File: src/rtl/mul_div_pkg.sv
// Shared definitions for the sequential multiply/divide unit.
//   state_e    : controller state encoding (IDLE, RUN, CORR, FIN, DONE)
//   MODE_MUL   : MUL_BAR value selecting shift-add multiply
//   MODE_DIV   : MUL_BAR value selecting non-restoring divide
//   clog2()    : bits needed to count 0 .. value-1, never less than 1
package mul_div_pkg;

    typedef enum logic [2:0] {
        ST_IDLE = 3'd0,
        ST_RUN  = 3'd1,
        ST_CORR = 3'd2,
        ST_FIN  = 3'd3,
        ST_DONE = 3'd4
    } state_e;

    localparam logic MODE_MUL = 1'b0;
    localparam logic MODE_DIV = 1'b1;

    function automatic int clog2(input int value);
        int w;
        w = 1;
        for (int i = 1; i < 31; i++) begin
            if ((1 << i) < value) w = i + 1;
        end
        return w;
    endfunction

endpackage

File: src/rtl/md_cell_row.sv
// One row of WIDTH+1 controlled add/subtract cells with a rippling carry chain.
//   partial   in  WIDTH+1  partial product / partial remainder entering the row
//   operand   in  WIDTH    multiplicand (multiply) or divisor (divide), zero-extended
//   mul_bar   in  1        0 = multiply row, 1 = divide row
//   ctrl      in  1        multiply: add operand when 1, pass through when 0
//                          divide:   subtract operand when 1, add when 0
//   sum       out WIDTH+1  row result
//   carry_out out 1        carry leaving the most significant cell
module md_cell_row #(
    parameter int WIDTH = 8
) (
    input  logic [WIDTH:0]   partial,
    input  logic [WIDTH-1:0] operand,
    input  logic             mul_bar,
    input  logic             ctrl,
    output logic [WIDTH:0]   sum,
    output logic             carry_out
);
    logic             sub;
    logic             en;
    logic [WIDTH:0]   op_ext;
    logic [WIDTH+1:0] carry;

    // Subtraction is add of the inverted operand with carry-in 1.
    // In multiply mode the operand is gated by ctrl and never inverted.
    assign sub      = mul_bar & ctrl;
    assign en       = mul_bar | ctrl;
    assign op_ext   = {1'b0, operand};
    assign carry[0] = sub;

    for (genvar i = 0; i <= WIDTH; i++) begin : g_cell
        logic b;
        assign b          = (op_ext[i] & en) ^ sub;
        assign sum[i]     = partial[i] ^ b ^ carry[i];
        assign carry[i+1] = (partial[i] & b) | (partial[i] & carry[i]) | (b & carry[i]);
    end

    assign carry_out = carry[WIDTH+1];

endmodule

File: src/rtl/mul_div_seq_array.sv
// Iterative unsigned multiply / non-restoring divide unit. ROWS_PER_CYCLE cell rows
// are chained combinationally and the chain is applied once per RUN cycle.
//   CLK, RST            clock, asynchronous active-high reset
//   START               request, accepted only in IDLE or DONE
//   MUL_BAR, X_IN, Y_IN mode and operands, captured on the accepting edge
//   BUSY                high in every non-IDLE state (stays high across back-to-back ops)
//   DONE                one-cycle pulse, results valid
//   PRODUCT             2*WIDTH multiply result (0 in divide mode)
//   QUOTIENT, REMAINDER divide results (0 in multiply mode)
//   DIV_ZERO            divisor was zero
//   dbg_state           current controller state
//
// Handshake: START is a request sampled on a rising edge while the unit is in
// IDLE or DONE; that edge captures the operands, clears all result registers
// and raises BUSY. While BUSY and not DONE, START is ignored. DONE is high for
// exactly one cycle with results valid; results then hold until the next
// accepted START. START high during DONE starts the next operation with no gap.
module mul_div_seq_array
    import mul_div_pkg::*;
#(
    parameter int WIDTH          = 8,
    parameter int ROWS_PER_CYCLE = 1
) (
    input  logic               CLK,
    input  logic               RST,
    input  logic               START,
    input  logic               MUL_BAR,
    input  logic [WIDTH-1:0]   X_IN,
    input  logic [WIDTH-1:0]   Y_IN,
    output logic               BUSY,
    output logic               DONE,
    output logic [2*WIDTH-1:0] PRODUCT,
    output logic [WIDTH-1:0]   QUOTIENT,
    output logic [WIDTH-1:0]   REMAINDER,
    output logic               DIV_ZERO,
    output state_e             dbg_state
);
    localparam int ROW_STEPS = WIDTH / ROWS_PER_CYCLE;
    localparam int CNT_W     = clog2(ROW_STEPS);
    localparam logic [CNT_W-1:0] CNT_LAST = CNT_W'(ROW_STEPS - 1);

    state_e             state_q, state_d;
    logic               mode_q;
    logic               div_zero_q;
    logic [WIDTH-1:0]   operand_q;
    // hi_q/lo_q are shared: multiply keeps {product high, multiplier shifting out},
    // divide keeps {signed partial remainder, dividend shifting out / quotient in}.
    logic [WIDTH:0]     hi_q;
    logic [WIDTH-1:0]   lo_q;
    logic [CNT_W-1:0]   cnt_q;
    logic               accept;
    logic               start_div_zero;
    logic               last_step;

    assign accept         = START && (state_q == ST_IDLE || state_q == ST_DONE);
    assign start_div_zero = (MUL_BAR == MODE_DIV) && (Y_IN == '0);
    assign last_step      = (cnt_q == CNT_LAST);
    assign dbg_state      = state_q;

    // ---------------- controller ----------------
    always_ff @(posedge CLK or posedge RST) begin
        if (RST) state_q <= ST_IDLE;
        else     state_q <= state_d;
    end

    always_comb begin
        state_d = state_q;
        BUSY    = (state_q != ST_IDLE);
        DONE    = (state_q == ST_DONE);
        case (state_q)
            ST_IDLE: if (START) state_d = start_div_zero ? ST_FIN : ST_RUN;
            ST_RUN:  if (last_step) state_d = (mode_q == MODE_DIV) ? ST_CORR : ST_FIN;
            ST_CORR: state_d = ST_FIN;
            ST_FIN:  state_d = ST_DONE;
            ST_DONE: begin
                if (START) state_d = start_div_zero ? ST_FIN : ST_RUN;
                else       state_d = ST_IDLE;
            end
            default: state_d = ST_IDLE;
        endcase
    end

    // ---------------- row chain ----------------
    logic [WIDTH:0]            chain_hi [ROWS_PER_CYCLE+1];
    logic [WIDTH-1:0]          chain_lo [ROWS_PER_CYCLE+1];
    logic [ROWS_PER_CYCLE-1:0] row_carry;
    logic                      unused_row_carry;

    assign chain_hi[0]      = hi_q;
    assign chain_lo[0]      = lo_q;
    // The row carry-out is always 0 in multiply mode and is discarded by the
    // modular remainder arithmetic in divide mode.
    assign unused_row_carry = ^row_carry;

    for (genvar k = 0; k < ROWS_PER_CYCLE; k++) begin : g_row
        logic [WIDTH:0] partial;
        logic [WIDTH:0] sum;
        logic           ctrl;

        // Divide: shift the next dividend bit into the remainder; subtract when
        // the remainder is non-negative. Multiply: add X when the Y bit is 1.
        assign partial = (mode_q == MODE_DIV) ? {chain_hi[k][WIDTH-1:0], chain_lo[k][WIDTH-1]}
                                              : {1'b0, chain_hi[k][WIDTH-1:0]};
        assign ctrl    = (mode_q == MODE_DIV) ? ~chain_hi[k][WIDTH] : chain_lo[k][0];

        md_cell_row #(.WIDTH(WIDTH)) u_row (
            .partial   (partial),
            .operand   (operand_q),
            .mul_bar   (mode_q),
            .ctrl      (ctrl),
            .sum       (sum),
            .carry_out (row_carry[k])
        );

        // Quotient bit is the inverse of the new remainder sign.
        assign chain_hi[k+1] = (mode_q == MODE_DIV) ? sum : {1'b0, sum[WIDTH:1]};
        assign chain_lo[k+1] = (mode_q == MODE_DIV) ? {chain_lo[k][WIDTH-2:0], ~sum[WIDTH]}
                                                    : {sum[0], chain_lo[k][WIDTH-1:1]};
    end

    // ---------------- datapath and result registers ----------------
    always_ff @(posedge CLK or posedge RST) begin
        if (RST) begin
            mode_q     <= MODE_MUL;
            div_zero_q <= 1'b0;
            operand_q  <= '0;
            hi_q       <= '0;
            lo_q       <= '0;
            cnt_q      <= '0;
            PRODUCT    <= '0;
            QUOTIENT   <= '0;
            REMAINDER  <= '0;
            DIV_ZERO   <= 1'b0;
        end else if (accept) begin
            mode_q     <= MUL_BAR;
            div_zero_q <= start_div_zero;
            operand_q  <= (MUL_BAR == MODE_DIV) ? Y_IN : X_IN;
            hi_q       <= '0;
            lo_q       <= (MUL_BAR == MODE_DIV) ? X_IN : Y_IN;
            cnt_q      <= '0;
            PRODUCT    <= '0;
            QUOTIENT   <= '0;
            REMAINDER  <= '0;
            DIV_ZERO   <= 1'b0;
        end else begin
            case (state_q)
                ST_RUN: begin
                    hi_q  <= chain_hi[ROWS_PER_CYCLE];
                    lo_q  <= chain_lo[ROWS_PER_CYCLE];
                    cnt_q <= cnt_q + CNT_W'(1);
                end
                ST_CORR: begin
                    if (hi_q[WIDTH]) hi_q <= hi_q + {1'b0, operand_q};
                end
                ST_FIN: begin
                    if (mode_q == MODE_MUL) begin
                        PRODUCT <= {hi_q[WIDTH-1:0], lo_q};
                    end else if (div_zero_q) begin
                        QUOTIENT  <= '1;
                        REMAINDER <= lo_q;
                        DIV_ZERO  <= 1'b1;
                    end else begin
                        QUOTIENT  <= lo_q;
                        REMAINDER <= hi_q[WIDTH-1:0];
                    end
                end
                default: ;
            endcase
        end
    end

endmodule

File: config.mk
export PLATFORM = sky130hd
export DESIGN_NAME = mul_div_seq_array
export DESIGN_NICKNAME = d
export VERILOG_FILES = /design/src/rtl/mul_div_pkg.sv /design/src/rtl/md_cell_row.sv /design/src/rtl/mul_div_seq_array.sv
export SDC_FILE = /design/constraint.sdc
export NUM_CORES = 1
export LEC_CHECK = 0
export ABC_AREA = 1
export CORE_ASPECT_RATIO = 0.6
export CORE_MARGIN = 5
export CORE_UTILIZATION = 55
export DETAILED_ROUTE_END_ITERATION = 12
export HOLD_SLACK_MARGIN = 0.08
export PLACE_DENSITY = 0.83
export SLEW_MARGIN = 20
export SYNTH_ARGS = -nofsm -noshare
export SYNTH_HDL_FRONTEND = slang
export SYNTH_SLANG_ARGS = --single-unit
File: constraint.sdc
create_clock -name CLK -period 5.7 [get_ports CLK]
set_input_delay 1.425 -clock CLK [delete_from_list [all_inputs] [get_ports CLK]]
set_output_delay 1.425 -clock CLK [all_outputs]
set_load 0.005 [all_outputs]
**Word level (Yosys, flattened, before mapping)**

Index checks and enable logic that the tools add are counted.

- Mux-type cells: 34
- Equality and inequality tests: 9
- Reductions and logical operators: 16
- $add $sub $neg: 2
- Bitwise operators: 78

Operator list:

| cell | count |
|---|---|
| $mux W8 | 13 |
| $mux W16 | 3 |
| $mux W9 | 4 |
| $and A1 B1 Y1 | 33 |
| $xor A1 B1 Y1 | 26 |
| $pmux W9 S2 | 1 |
| $or A1 B1 Y1 | 17 |
| $pmux W3 S5 | 1 |
| $mux W3 | 4 |
| $add A9 B8 Y9 | 1 |
| $logic_not A8 Y1 | 1 |
| $reduce_and A2 Y1 | 4 |
| $reduce_bool A2 Y1 | 4 |
| $eq A3 B2 Y1 const B | 2 |
| $eq A3 B3 Y1 const B | 2 |
| $mux W1 | 6 |
| $reduce_bool A3 Y1 | 2 |
| $mux W2 | 2 |
| $ne A2 B2 Y1 const B | 2 |
| $add A3 B1 Y3 const B | 1 |
| $eq A3 B1 Y1 const B | 1 |
| $logic_not A3 Y1 | 1 |
| $ne A3 B3 Y1 const B | 1 |
| $reduce_and A3 Y1 | 1 |
| 4 further kinds | 6 |

- Output and inout bits: 38
- Register bits after elaboration: 66
- Bits of input ports: 20
- Word-level logic and storage cells: 151

**Longest topological paths before layout**

Gate-level depths: netlist of the first run.

- Word-level depth: 34
- Depth in mapped cells: 20
- Gate-level depth less buffers: 18

**Modules after synthesis**

Synthesis of the first run repeated with hierarchy kept, for this count alone.

- Cells, all modules: 537
- Area total of the unflattened synthesis: 4022.6 um^2

Modules (own cells, without submodules):

| module | sequential area each (um^2) | area an instance (um^2) | times used | cells each |
|---|---|---|---|---|
| mul_div_seq_array | 1651.6 | 3639.7 | 1 | 477 |
| md_cell_row | 0.0 | 382.9 | 1 | 60 |

**Worst setup path before layout of the first run**

No wires, ideal clock.

- Path type: register to register
- Start point: register mode_q
- End point: register hi_q[7]
- Setup slack: 1.334 ns
- Path buffers: 3
- Period minus slack after synthesis: 4.366 ns
- Cell stages (with the launch flop): 17
- Required time: 5.584 ns
- Arrival time: 4.250 ns
- Setup time: 0.116 ns
- Path through: dfrtp_1 -> buf_2 -> clkbuf_1 -> clkbuf_1 -> o21ai_0 -> fa_1 -> fa_1 -> fa_1 -> fa_1 -> fa_1 -> fa_1 -> fa_1 -> a21oi_1 -> o21ai_0 -> nand2_1 -> nand2_1 -> nand2_1

- Word-level cells in the longest chain between the ends: 32
- Elaborated cells on any way between the ends: 67
- Classes of those cells: 5 x mux; 62 x bitwise

RTL lines:

| what | RTL line | RTL |
|---|---|---|
| start: declaration | mul_div_seq_array.sv:43 | `logic mode_q;` |
| start signal: assignment | mul_div_seq_array.sv:124 | `mode_q <= MODE_MUL;` |
| start signal: assignment | mul_div_seq_array.sv:135 | `mode_q <= MUL_BAR;` |
| $mux W1 | mul_div_seq_array.sv:104 | `assign ctrl = (mode_q == MODE_DIV) ? ~chain_hi[k][WIDTH] : chain_lo[k][0];` |
| $or A1 B1 Y1 | md_cell_row.sv:27 | `assign en = mul_bar \| ctrl;` |
| $and A1 B1 Y1 | md_cell_row.sv:33 | `assign b = (op_ext[i] & en) ^ sub;` |
| $xor A1 B1 Y1 | md_cell_row.sv:33 |  |
| $and A1 B1 Y1 | md_cell_row.sv:35 | `assign carry[i+1] = (partial[i] & b) \| (partial[i] & carry[i]) \| (b & carry[i]);` |
| $or A1 B1 Y1 (2 in series) | md_cell_row.sv:35 |  |
| $and A1 B1 Y1 | md_cell_row.sv:35 |  |
| $or A1 B1 Y1 (2 in series) | md_cell_row.sv:35 |  |
| [12 not listed] | -- |  |
| $and A1 B1 Y1 | md_cell_row.sv:35 |  |
| $or A1 B1 Y1 (2 in series) | md_cell_row.sv:35 |  |
| $and A1 B1 Y1 | md_cell_row.sv:35 |  |
| $or A1 B1 Y1 (2 in series) | md_cell_row.sv:35 |  |
| $xor A1 B1 Y1 | md_cell_row.sv:34 | `assign sum[i] = partial[i] ^ b ^ carry[i];` |
| $mux W9 (*) | mul_div_seq_array.sv:116 | `assign chain_hi[k+1] = (mode_q == MODE_DIV) ? sum : {1'b0, sum[WIDTH:1]};` |
| $pmux W9 S2 (*) | mul_div_seq_array.sv:146 | `case (state_q)` |
| $mux W9 (*) | mul_div_seq_array.sv:134 | `end else if (accept) begin` |
| end signal: assignment | mul_div_seq_array.sv:148 | `hi_q <= chain_hi[ROWS_PER_CYCLE];` |
| end signal: assignment | mul_div_seq_array.sv:153 | `if (hi_q[WIDTH]) hi_q <= hi_q + {1'b0, operand_q};` |
| end: declaration | mul_div_seq_array.sv:48 | `logic [WIDTH:0] hi_q;` |

Mark *: on every way between the ends. The rest lies on a longest branch, timed or not.
A chain may end at the register's enable or synchronous reset.

**Worst setup path after layout of the first run**

Ends and elaborated chain as after synthesis.

==> impl_metrics.yaml, run 1 <==
logic_synthesis:
  syn-mean-instance-area_um2: 7.644
  dominantRegCellSynth: "dfrtp_1"
  netlist-cell-type-count: 33
  yosysWarningCount: 0
  synth_enable_flop_cells: 0
  netlist.top_cell.by_area: "dfrtp_1"
  synthArstFlopShare_pct: 100.0
  synth_seq_area_share_pct: 42.12
  synth_commonest_cells: "144 x nand2_1, 66 x dfrtp_1, 59 x inv_1"
  yosys.cell_count.top_type: "nand2_1"
  synth_top_cells_by_area: "dfrtp_1 42%, nand2_1 14%, inv_1 5.6%"
  syn_nets: 551
  number_of_instances_in_the_synthesized_netlist: 513
  synth_area_mm2: 0.003921
  ys_seq_elements: 66
  post-synth-top-area-fraction_pct: 42.12
global_routing:
  grt_pass1_vias: 3762
  overflow: 0
  first_pass_grt_wire_length_um: 18910
  grt_usage_pct: 27.33
  grt_antenna_before_repair: 0
  maximum_number_of_pins_on_one_net_before_global_route_repair: 54
timing:
  final_hold_viol_count: 0
  final.min_clock_period_ps: 4979
  grt_setup_unrepaired: "no"
  post-route-worst-setup-slack_ps: 720.7
  layout_worst_path_cycle_share_pct: 87.36
  timing.clock.skew_ps: 6.574
  finalSetupViolations: 0
  report.final.slew_viol_count: 0
  timing_worst_slew_pin_value_ps: 676.7
  max_freq_mhz: 200.8
  setup_tns_ps: 0
  relSlewSlack_pct: 54.88
place:
  gpl.final_weighted_congestion: 0.9436
  detailed_place_hpwl_um: 8532
  port_buffer_cells: 57
  dpl_worst_slack_ps: 899.7
  number_of_placed_instances_taps_included: 639
cells_and_area:
  finalCoreUtilization_pct: 70.84
  fraction_of_layout_cells_with_a_size_suffix_above_1_pct: 5.810
  syn_to_final_growth_pct: 22.69
  fillers: 552
  final_cell_count_no_fill: 655
  antenna_cells_inserted: 0
  layout.nets: 601
critical_path:
  worst-path-max-fanout: 17
  critical_path_arrival_ps: 5200
  family_with_the_most_delay_on_the_worst_path: "adder cells"
  start_kind: "flip-flop"
  cp_required_ps: 5920
  worstReg2RegStart: "mode_q"
  slowest_delay_ps: 670
  worstPathCellList: "inv_2 -> nor2_2 -> inv_1 -> nor2_1 -> a21oi_1 -> fa_1 -> fa_1 -> fa_1 -> fa_1 -> fa_1 -> fa_1 -> fa_1 -> a21oi_1 -> o21ai_0 -> nand2_1 -> nand2_1 -> nand2_1"
  r2r.worst_path.cells: 17
  critical-path-top-cell-by-count: "fa_1"
  ff_to_ff_end: "hi_q[7]"
  cp-end-kind: "flip-flop"
  worst_path_cell_with_the_longest_stage_delay: "dfrtp_1"
  worst_setup_path_type: "flip-flop to flip-flop"
  setup.reg_to_reg.worst_slack_ps: 720
  crit_buf_inv: 2
status:
  outcome: "finished clean"
drt:
  drt_wl_total_um: 11660
  route.vias.total: 3972
  drt_first_iter_violations: 617
  route.detailed.drc: 0
  route.antenna.remaining_nets: 0
  drt_pass1_iterations: 7
  vias_per_cell: 6.064
  routedWlPerCell_um: 17.80
pwr:
  power_density_mw_per_mm2: 712.3
  cellLeakagePower_uw: 0.002284
  worst_ir_drop_vdd_v: 0.0003586
cts:
  cts-root-to-sink-buffers: 2
  tritoncts_num_sinks: 66
  cts.htree.levels: 3
  cts_inserted_buffers: 9
  worst_skew_pair.late_latency_ps: 330
  postCtsSetupRepairBufs: 0
  worst_setup_hold_path_clk_slew_ps: 60
  cts-root-buf: "clkbuf_16"
  cts_resized: 0
  postCtsHoldBufs: 0
  tritoncts: "yes"
floorplan:
  initial_utilization_pct: 57.74
  rows: 23
  fp.dieW_um: 119.0
  design.portCount: 58
  floorplan.core_area_mm2: 0.006792
  die_h_um: 75.41
  fp.dieArea_mm2: 0.008974
run:
  cap_violations: 0
hold_path:
  hp-start: "QUOTIENT[2]"
  worst_hold_path.endpoint: "QUOTIENT[2]"
  hold_class: "flip-flop to flip-flop"
  hold_path_depth: 2
[registers in the layout, indices dropped and copies added (netlist names)]
signal and flops:
DIV_ZERO 1, PRODUCT 16, QUOTIENT 8, REMAINDER 8, cnt_q 3, dbg_state 3, div_zero_q 1, hi_q 9
lo_q 8, mode_q 1, operand_q 8
[worst min-delay path: cells and delay by family (launching register included)]
| family | cells | cell delay [ps] |
|---|---|---|
| flip-flops | 1 | 340 |
| AND/OR/NAND/NOR | 2 | 100 |
[layout make-up]
| type | count | area, µm² | area share [%] |
|---|---|---|---|
| Clock buffer | 14 | 264.0 | 5.488 |
| Tap cell | 87 | 108.9 | 2.263 |
| Inverter | 64 | 240.2 | 4.993 |
| Multi-Input combinational cell | 363 | 1926 | 40.03 |
| Sequential cell | 66 | 1652 | 34.33 |
| Clock inverter | 2 | 35.03 | 0.7282 |
| Timing Repair Buffer | 59 | 585.6 | 12.17 |
[cell families (layout without fill, tap and decap cells)]
| group | count (synthesis) | in the layout | synth area share [%] |
|---|---|---|---|
| AND/OR/NAND/NOR | 226 | 226 | 23.80 |
| AO/OA/AOI/OAI | 112 | 112 | 16.31 |
| buffers and inverters | 84 | 139 | 8.775 |
| flip-flops | 66 | 66 | 42.12 |
| adder cells (fa/ha/maj) | 18 | 18 | 7.275 |
| multiplexers | 5 | 5 | 1.276 |
| XOR/XNOR | 2 | 2 | 0.4468 |
[layer usage]
metal,vias to the layer above,track usage [%],part of all wire (%)
li1,1785,-,-
met1,1825,37.51,43
met2,306,41.09,41
met3,56,10.01,13
met4,0,8.344,2.8
met5,-,0,0
[how the worst max path moves through the flow]
stage | from | end | slack, ps | depth (start not counted)
after floorplan | mode_q | hi_q[7] | 1330 | 16
after CTS | mode_q | hi_q[7] | 820 | 17
after global routing | mode_q | hi_q[7] | 460 | 17
after global placement | mode_q | hi_q[7] | 1120 | 17
final | mode_q | hi_q[7] | 720 | 17
after detailed placement | mode_q | hi_q[8] | 900 | 18
[stage by stage]
stage	hold slack (ps)	area [µm²]	power, µW
5_1_grt	506.3	4811	3705
3_3_place_gp	466.4	4512	2674
4_1_cts	480.2	4811	3366
6_report	478.9	4811	3427
2_1_floorplan	457.3	3921	2160
3_5_place_dp	465.2	4512	2772
[cell usage in the layout, fill, tap and decap left out, types with 3 or more instances in the layout]
cell               n
a21oi_1           23
a31oi_1            7
clkbuf_1           3
clkbuf_16          9
clkdlybuf4s50_1   57
dfrtp_1           66
fa_1               8
ha_1              10
inv_1             58
inv_2              6
mux2i_1            5
nand2_1          144
nand3_1           24
nor2_1            41
nor2_2             3
nor2_4             3
nor3_1             3
o211ai_1           6
o21ai_0           41
o21ai_1            6
o22ai_1           19
o31ai_1            3
[power by group]
group	total (µW)	internal, µW	switching (µW)
logic	1990	811	1180
clock network	559	362	197
registers	874	670	204
total	3430	1840	1580
No activity file was read; power rests on OpenSTA's default activity.
==> run 2: changes to the inputs <==
==> constraint.sdc (replaced) <==
create_clock -name CLK -period 5.2 [get_ports CLK]
set_input_delay 1.3 -clock CLK [delete_from_list [all_inputs] [get_ports CLK]]
set_output_delay 1.3 -clock CLK [all_outputs]
set_load 0.005 [all_outputs]
==> run 2 against run 1 <==
  * Global-route usage shrank 0.71 points
  * Clock skew is essentially flat
  * First-iteration DRC count shrank 1.1%
  * Critical endpoint unchanged
==> impl_metrics.yaml, run 2 (same netlist as run 1, synthesis figures left out) <==
floorplan:
  design.portCount: 58
  fp.dieArea_mm2: 0.008974
  fp.dieW_um: 119.0
  die_h_um: 75.41
  rows: 23
  floorplan.core_area_mm2: 0.006792
  initial_utilization_pct: 57.74
timing:
  report.final.slew_viol_count: 0
  finalSetupViolations: 0
  layout_worst_path_cycle_share_pct: 90.02
  final_hold_viol_count: 0
  relSlewSlack_pct: 37.55
  max_freq_mhz: 213.6
  hold_slack_ps: 480.2
  final.min_clock_period_ps: 4681
  timing.clock.skew_ps: 7.036
  setup_tns_ps: 0
  post-route-worst-setup-slack_ps: 518.8
  grt_setup_unrepaired: "no"
  timing_worst_slew_pin_value_ps: 935.4
critical_path:
  slowest_delay_ps: 570
  worst_path_cell_with_the_longest_stage_delay: "dfrtp_1"
  worst-path-max-fanout: 13
  family_with_the_most_delay_on_the_worst_path: "adder cells"
  cp_required_ps: 5470
  critical_path_arrival_ps: 4950
  crit_buf_inv: 2
  worstPathCellList: "inv_2 -> nor2_2 -> inv_1 -> nor2_1 -> a21oi_1 -> fa_1 -> fa_1 -> fa_1 -> fa_1 -> fa_1 -> fa_1 -> fa_1 -> a21oi_1 -> o21ai_0 -> nand2_1 -> nand2_1 -> nand2_1"
  worst_setup_path_type: "flip-flop to flip-flop"
  critical-path-top-cell-by-count: "fa_1"
  cp-end-kind: "flip-flop"
  start_kind: "flip-flop"
place:
  dpl_worst_slack_ps: 613.2
  number_of_placed_instances_taps_included: 640
  gpl.final_weighted_congestion: 0.9403
  placed_area_mm2: 0.004519
  detailed_place_hpwl_um: 8427
  port_buffer_cells: 57
cts:
  tritoncts: "yes"
  cts_resized: 0
  worst_skew_pair.late_latency_ps: 330
  postCtsHoldBufs: 0
  cts-root-buf: "clkbuf_16"
  worst_setup_hold_path_clk_slew_ps: 50
  postCtsSetupRepairBufs: 0
  cts_inserted_buffers: 9
  cts-root-to-sink-buffers: 2
  cts.htree.levels: 3
  tritoncts_num_sinks: 66
cells_and_area:
  fraction_of_layout_cells_with_a_size_suffix_above_1_pct: 6.327
  syn_to_final_growth_pct: 23.68
  layout.nets: 602
  layout.area.seq_mm2: 0.001652
  number_of_flip_flops_under_the_largest_register_name: 16
  top_regs: "PRODUCT x16, hi_q x9"
  layout.cells.most_common_list: "144 x nand2_1, 66 x dfrtp_1, 58 x inv_1"
  mostFrequentLayoutCell: "nand2_1"
  final_cell_count_no_fill: 656
  fillers: 555
  antenna_cells_inserted: 0
  postLayoutCellArea_mm2: 0.004850
  multi_input_area_mm2: 0.001926
  registers.top_by_ff_count: "PRODUCT"
global_routing:
  grt_pass1_vias: 3465
  maximum_number_of_pins_on_one_net_before_global_route_repair: 46
  grt_usage_pct: 26.62
  overflow: 0
  first_pass_grt_wire_length_um: 18370
  grt_antenna_before_repair: 0
drt:
  drt_first_iter_violations: 610
  routedWlPerCell_um: 17.08
  route.antenna.remaining_nets: 0
  route.vias.total: 3765
  route.detailed.drc: 0
  vias_per_cell: 5.739
  drt_wl_total_um: 11210
  drt_pass1_iterations: 5
run:
  cap_violations: 0
status:
  outcome: "finished clean"
pwr:
  cellLeakagePower_uw: 0.002304
  worst_ir_drop_vdd_v: 0.0003906
  power_density_mw_per_mm2: 774.6
hold_path:
  hold_class: "flip-flop to flip-flop"
run 2: cell type report:
cell class	instances	share of cell area [%]
clock buffers	12	5.289
clock inverters	4	1.522
inverters	64	4.954
multi-input cells	363	39.71
flip-flops and latches	66	34.06
well taps	87	2.245
repair buffers	60	12.23
run 2: final timing paths:
kind                        startpoint          end  slack [ps]  cells past startpoint
max                             mode_q      hi_q[7]         520                     17
min                        QUOTIENT[0]  QUOTIENT[0]         480                      2
max reg2reg                     mode_q      hi_q[7]         520                     17
min reg2reg                QUOTIENT[0]  QUOTIENT[0]         480                      2
max in group asynchronous          RST   PRODUCT[9]        2850                      3
min in group asynchronous          RST     DIV_ZERO        1500                      2
run 2: layer usage:
layer / wire [µm] / global-route usage, % / vias to the layer above
li1: - / - / 1786
met1: 5308 / 41.09 / 1716
met2: 4406 / 36.65 / 249
met3: 1368 / 8.086 / 14
met4: 121 / 5.777 / 0
met5: 0 / 0 / -
run 2: where the power goes:
group          switching (µW)  internal, µW  total (µW)
clock                     220           446         665
sequential                218           734         952
combinational            1260           880        2140
run 2: through the flow:
stage / power [µW] / utilization, %
floorplan: 2367 / -
global placement: 2984 / 66.54
detailed placement: 3035 / 66.54
CTS: 3720 / 71.41
global route: 4061 / 71.41
finish: 3756 / 71.41
run 2: tightest hold or removal path: stages (launching register included):
cell and delay (ps):
dfrtp_1 340, nand2_1 50, nand3_1 60
